**src/rtl/bcd_seq_adder_ctrl.sv**
```systemverilog
// Sequential packed-BCD adder/subtractor: one decimal digit per clock, LSB first.
// Results are published only when the last digit has been processed.
module bcd_seq_adder_ctrl #(
    parameter int DIGITS = 4
) (
    input  logic                  clk,
    input  logic                  rst,
    input  logic                  start,
    input  logic                  sub,
    input  logic [4*DIGITS-1:0]   a,
    input  logic [4*DIGITS-1:0]   b,
    input  logic                  cin,
    output logic                  busy,
    output logic                  done,
    output logic [4*DIGITS-1:0]   sum,
    output logic                  cout,
    output logic                  err,
    output logic [1:0]            state_dbg
);

    localparam int W  = 4 * DIGITS;
    localparam int IW = (DIGITS > 1) ? $clog2(DIGITS) : 1;

    typedef enum logic [1:0] {
        IDLE = 2'd0,
        RUN  = 2'd1,
        DONE = 2'd2
    } state_t;

    state_t state, state_nx;

    logic [W-1:0]  a_r, b_r, acc;
    logic          sub_r, carry, err_w;
    logic [IW-1:0] idx;

    logic          last;
    logic          in_err;
    logic [3:0]    a_d, b_d, digit;
    logic [4:0]    t;
    logic          carry_nx;

    assign last = (idx == IW'(DIGITS - 1));

    // Operand validity is judged on the raw inputs at capture time.
    always_comb begin
        in_err = 1'b0;
        for (int i = 0; i < DIGITS; i++) begin
            if (a[4*i +: 4] > 4'd9 || b[4*i +: 4] > 4'd9)
                in_err = 1'b1;
        end
    end

    always_comb begin
        a_d      = a_r[3:0];
        b_d      = sub_r ? (4'd9 - b_r[3:0]) : b_r[3:0];
        t        = {1'b0, a_d} + {1'b0, b_d} + {4'b0, carry};
        carry_nx = (t > 5'd9);
        digit    = carry_nx ? (t[3:0] + 4'd6) : t[3:0];
    end

    // State register
    always_ff @(posedge clk) begin
        if (rst) state <= IDLE;
        else     state <= state_nx;
    end

    // Next-state logic
    always_comb begin
        state_nx = state;
        case (state)
            IDLE:    if (start) state_nx = RUN;
            RUN:     if (last)  state_nx = DONE;
            DONE:    state_nx = IDLE;
            default: state_nx = IDLE;
        endcase
    end

    // Output logic
    always_comb begin
        busy      = (state == RUN);
        done      = (state == DONE);
        state_dbg = state;
    end

    // Datapath: digits shift out of a_r/b_r and into the top of acc.
    always_ff @(posedge clk) begin
        if (rst) begin
            a_r   <= '0;
            b_r   <= '0;
            acc   <= '0;
            sub_r <= 1'b0;
            carry <= 1'b0;
            err_w <= 1'b0;
            idx   <= '0;
            sum   <= '0;
            cout  <= 1'b0;
            err   <= 1'b0;
        end else begin
            case (state)
                IDLE: begin
                    if (start) begin
                        a_r   <= a;
                        b_r   <= b;
                        sub_r <= sub;
                        carry <= sub ? 1'b1 : cin;
                        err_w <= in_err;
                        acc   <= '0;
                        idx   <= '0;
                    end
                end
                RUN: begin
                    a_r   <= a_r >> 4;
                    b_r   <= b_r >> 4;
                    acc   <= {digit, acc[W-1:4]};
                    carry <= carry_nx;
                    if (last) begin
                        sum  <= {digit, acc[W-1:4]};
                        cout <= carry_nx;
                        err  <= err_w;
                    end else begin
                        idx <= idx + 1'b1;
                    end
                end
                default: ;
            endcase
        end
    end

endmodule

```
**config.mk**
```make
export PLATFORM = sky130hd
export DESIGN_NAME = bcd_seq_adder_ctrl
export DESIGN_NICKNAME = d
export VERILOG_FILES = /design/src/rtl/bcd_seq_adder_ctrl.sv
export SDC_FILE = /design/constraint.sdc
export NUM_CORES = 1
export LEC_CHECK = 0
export ABC_AREA = 0
export CAP_MARGIN = 10
export CORE_MARGIN = 1
export CORE_UTILIZATION = 51
export CTS_CLUSTER_SIZE = 25
export DETAILED_ROUTE_END_ITERATION = 10
export GPL_TIMING_DRIVEN = 0
export PLACE_DENSITY = 0.79
export RECOVER_POWER = 25
export SYNTH_ARGS = -nofsm -noshare
export SYNTH_HDL_FRONTEND = slang
export SYNTH_SLANG_ARGS = --single-unit
```
**constraint.sdc**
```tcl
create_clock -name clk -period 5.55 [get_ports clk]
set_input_delay 1.665 -clock clk [delete_from_list [all_inputs] [get_ports clk]]
set_output_delay 1.665 -clock clk [all_outputs]
set_load 0.01 [all_outputs]
```
==> Implementation_results.wiki <==
{| class="wikitable"
! Metric !! Value
|-
| Proportion of total power due to net switching || 27.4%
|-
| Number of storage elements in the synthesis netlist || 69
|-
| Synthesized area per cell || between 8 and 9 µm²
|-
| Combinational cell fraction of total power || around a fifth
|-
| TritonCTS clock tree || yes
|-
| Final count of hold timing violations || 0
|-
| Number of max-capacitance violations reported || 0
|-
| Top cells by area in the synthesized netlist || dfxtp_1 (46%), nand2_1 (9.9%), nor2_1 (8.0%), a311oi_1 (6.1%), a22oi_1 (4.2%)
|-
| CP Launch Type || flop
|-
| Post-Synthesis Net Count || about 410
|-
| Half-perimeter wire length of the detailed placement result || between 5000 and 6000 µm
|-
| Clock-pin slew on the worst setup and hold paths || approximately 70 ps
|-
| Clock share of power || around 37%
|-
| Clock latency reported for the late side of the worst-skew pair || about 350 ps
|-
| Top cells by instance count after synthesis || nand2_1 (79), dfxtp_1 (69), nor2_1 (64)
|-
| Diodes inserted || 0
|-
| Total of fill cells in the finished design || 492
|-
| Type of the worst setup path || reg -> out
|-
| Post-Place Cell Area || roughly 3700 µm²
|-
| Leakage component of the power || 1.48 nW
|-
| Accumulated negative setup slack || 0 ps
|-
| Final setup fails || 0
|-
| Placement row count || 27
|-
| Cell taking the most area after synthesis || dfxtp_1
|-
| Placer's final routability congestion estimate || 0.855
|-
| Hold Path Class || reg -> reg
|-
| Power per Cell Area || 319 nW/µm²
|-
| Synth cell types || 44
|-
| Largest net degree at the start of global routing || 12
|-
| Post-route clock skew || 7.76 ps
|-
| Routed len/inst || around 15 µm
|-
| Overall die height || about 79 µm
|-
| Cells after Synth || approximately 370
|-
| Worst slew margin || 65.5%
|-
| Via count of the first global-routing pass || around 2700
|-
| Run status || finished, final reports clean
|-
| IO Pins || a little under 60
|-
| Internal cell power || around 0.00090 W
|-
| Die span in x || 78.8 µm
|-
| Total detailed-routing wirelength || roughly 7500 µm
|-
| Share of post-route cells with drive strength above 1 || roughly 6.6%
|-
| Mapped cell area || around 3000 µm²
|-
| Share of async-settable or async-resettable flops after synthesis || 0%
|-
| Final cell utilization of the core || between 60 and 70%
|-
| Post-detailed-route count of antenna-violating nets || 0
|-
| All-layer global routing usage || ~27%
|-
| Area of the multi-input gates || 1480 µm²
|-
| Switch Pwr || 0.000340 W
|-
| Non-Filler Cell Area, Final || between 3000 and 4000 µm²
|-
| Number of input and output port buffers inserted || between 50 and 60
|-
| Worst Path Arrival || about 2100 ps
|-
| Seq. cell area || ~1400 µm²
|-
| Number of antenna violations at the first check in global routing || 0
|-
| Total via count in the routed design || roughly 2800
|-
| Data required, critical path || about 3900 ps
|-
| First-pass iteration count of the detailed router || 5
|-
| Post-cts sizing count || 0
|-
| Final critical-path share of the clock period || between 60% and 70%
|-
| Clock buffer depth || 2
|-
| Worst hold-check slack || between 400 and 500 ps
|-
| Max Fclk || about 270 MHz
|-
| GRT Residual Overflow || 0
|-
| Final slew viol count || 0
|-
| Pin slew with the least headroom to its limit || a little over 500 ps
|-
| Top-area cell type share of the netlist area || a little under half
|-
| Count of flip-flops with a built-in enable after synthesis || 0
|-
| Die footprint || 6210 µm²
|-
| Sequential Power Share || a little over two fifths
|-
| Count of placed standard cells in the final layout, fillers left out || 512
|-
| Sequential fraction of the synthesis area || 45.9%
|-
| Htree depth || 3
|-
| Vias per std cell || roughly 5.5
|-
| IR Drop Worst-Case VDD || between 0.2 and 0.25 mV
|-
| Initial core utilization || between 50% and 60%
|-
| Most frequently used cell type in the post-synthesis netlist || nand2_1
|-
| Post-layout min period || about 3800 ps
|-
| Clock sink count || around 70
|-
| Initial detailed-routing violation count || roughly 160
|-
| Hold-fix buffers at CTS || 0
|-
| Number of buffers created by CTS || 9
|-
| Clock root buffer master || clkbuf_8
|-
| Final routed DRC violation total || 0
|-
| First-pass GRT wire length || between 10000 and 15000 µm
|-
| Growth of design area from synthesis to finish || 29.3%
|-
| YS warnings || 0
|-
| Unrepaired setup endpoints after global routing || no
|-
| Endpoint kind of the worst setup timing path || primary output
|-
| Flip-flop cell with the highest count after synthesis || dfxtp_1
|-
| Nets@finish || 480
|-
| Setup bufs post-CTS || 0
|-
| Maximum fanout count along the critical path || 10
|-
| Placed cells || between 400 and 500
|-
| Core Box Area || approximately 5600 µm²
|}
## critical path, stage by stage (launching register included)
cell and delay, ps:
dfxtp_1 360, nand2b_1 150, buf_2 150, inv_2 90, clkbuf_1 380, clkdlybuf4s50_1 630
## power by group through the flow
| stage | Combinational [W] | Sequential, W | Clock (W) |
|---|---|---|---|
| floorplan | 0.000163 | 0.000548 | 0 |
| finish | 0.000235 | 0.000543 | 0.000464 |
| global placement | 0.000226 | 0.000552 | 0 |
| global route | 0.000265 | 0.000546 | 0.000494 |
| detailed placement | 0.000233 | 0.000553 | 0 |
| CTS | 0.000235 | 0.000542 | 0.000471 |
## layout make-up
class | count | area share (%)
multi-input combinational | 266 | 38.1
sequential | 69 | 35.5
timing repair buffer | 57 | 14.7
clock buffer | 12 | 3.99
buffer | 25 | 2.99
tap | 72 | 2.32
clock inverter | 4 | 1.80
inverter | 7 | 0.675
## kinds of logic after synthesis
logic type / synth area share, %
AOI/OAI and AO/OA: 20.4
buffers and inverters: 4.87
muxes: 0.998
and+or+nand+nor: 23.1
adders and majority gates: 3.83
xor gates and xnor gates: 0.874
DFF: 45.9
## routing by layer
metal | GRT usage [%] | routed length (µm) | up-vias | share of wire (%)
met2 | 42.6 | 3530 | 82 | 47
met1 | 36.3 | 3380 | 1316 | 45
met5 | 0 | 0 | - | 0
met3 | 7.36 | 463 | 14 | 6.2
met4 | 7.22 | 121 | 0 | 1.6
li1 | - | - | 1420 | -
## path summary, 6_finish.rpt
kind / from / endpoint / slack, ps / depth (start not counted)
setup / recovery: state_dbg[1]$_SDFFE_PP0P_ / busy / 1780 / 5
hold / removal: sum[4]$_SDFFE_PP0P_ / sum[4]$_SDFFE_PP0P_ / 460 / 2
hold reg to reg: sum[4]$_SDFFE_PP0P_ / sum[4]$_SDFFE_PP0P_ / 460 / 2
setup reg to reg: b_r[1]$_SDFFE_PP0P_ / acc[14]$_SDFFE_PP0P_ / 2630 / 11
## cell usage in the layout, fill, tap and decap left out, drive strengths merged, types with 2 or more instances in the layout
cell and n:
a211oi 4, a21o 4, a21oi 18, a22oi 18, a311oi 21, a31oi 3, and2 2, buf 4
bufinv 2, clkbuf 32, clkdlybuf4s50 56, clkinv 2, dfxtp 69, fa 2, ha 6, inv 7
mux2i 3, nand2 79, nand3 2, nand4 3, nor2 65, nor3 6, nor4 4, o21ai 10
xnor2 3
## registers in the layout (all words and copies together), names as in the netlist
signal     flops
sub_r          1
err_w          1
a_r           16
cout           1
idx            2
state_dbg      2
b_r           16
carry          1
sum           16
err            1
acc           12
## through the flow
step | power [W] | worst slack [ps]
2_1_floorplan | 0.000711 | 2860
3_3_place_gp | 0.000779 | 2150
3_5_place_dp | 0.000786 | 2110
4_1_cts | 0.00125 | 1760
5_1_grt | 0.00130 | 1620
6_report | 0.00124 | 1780
Power figures use the tool's default switching activity.
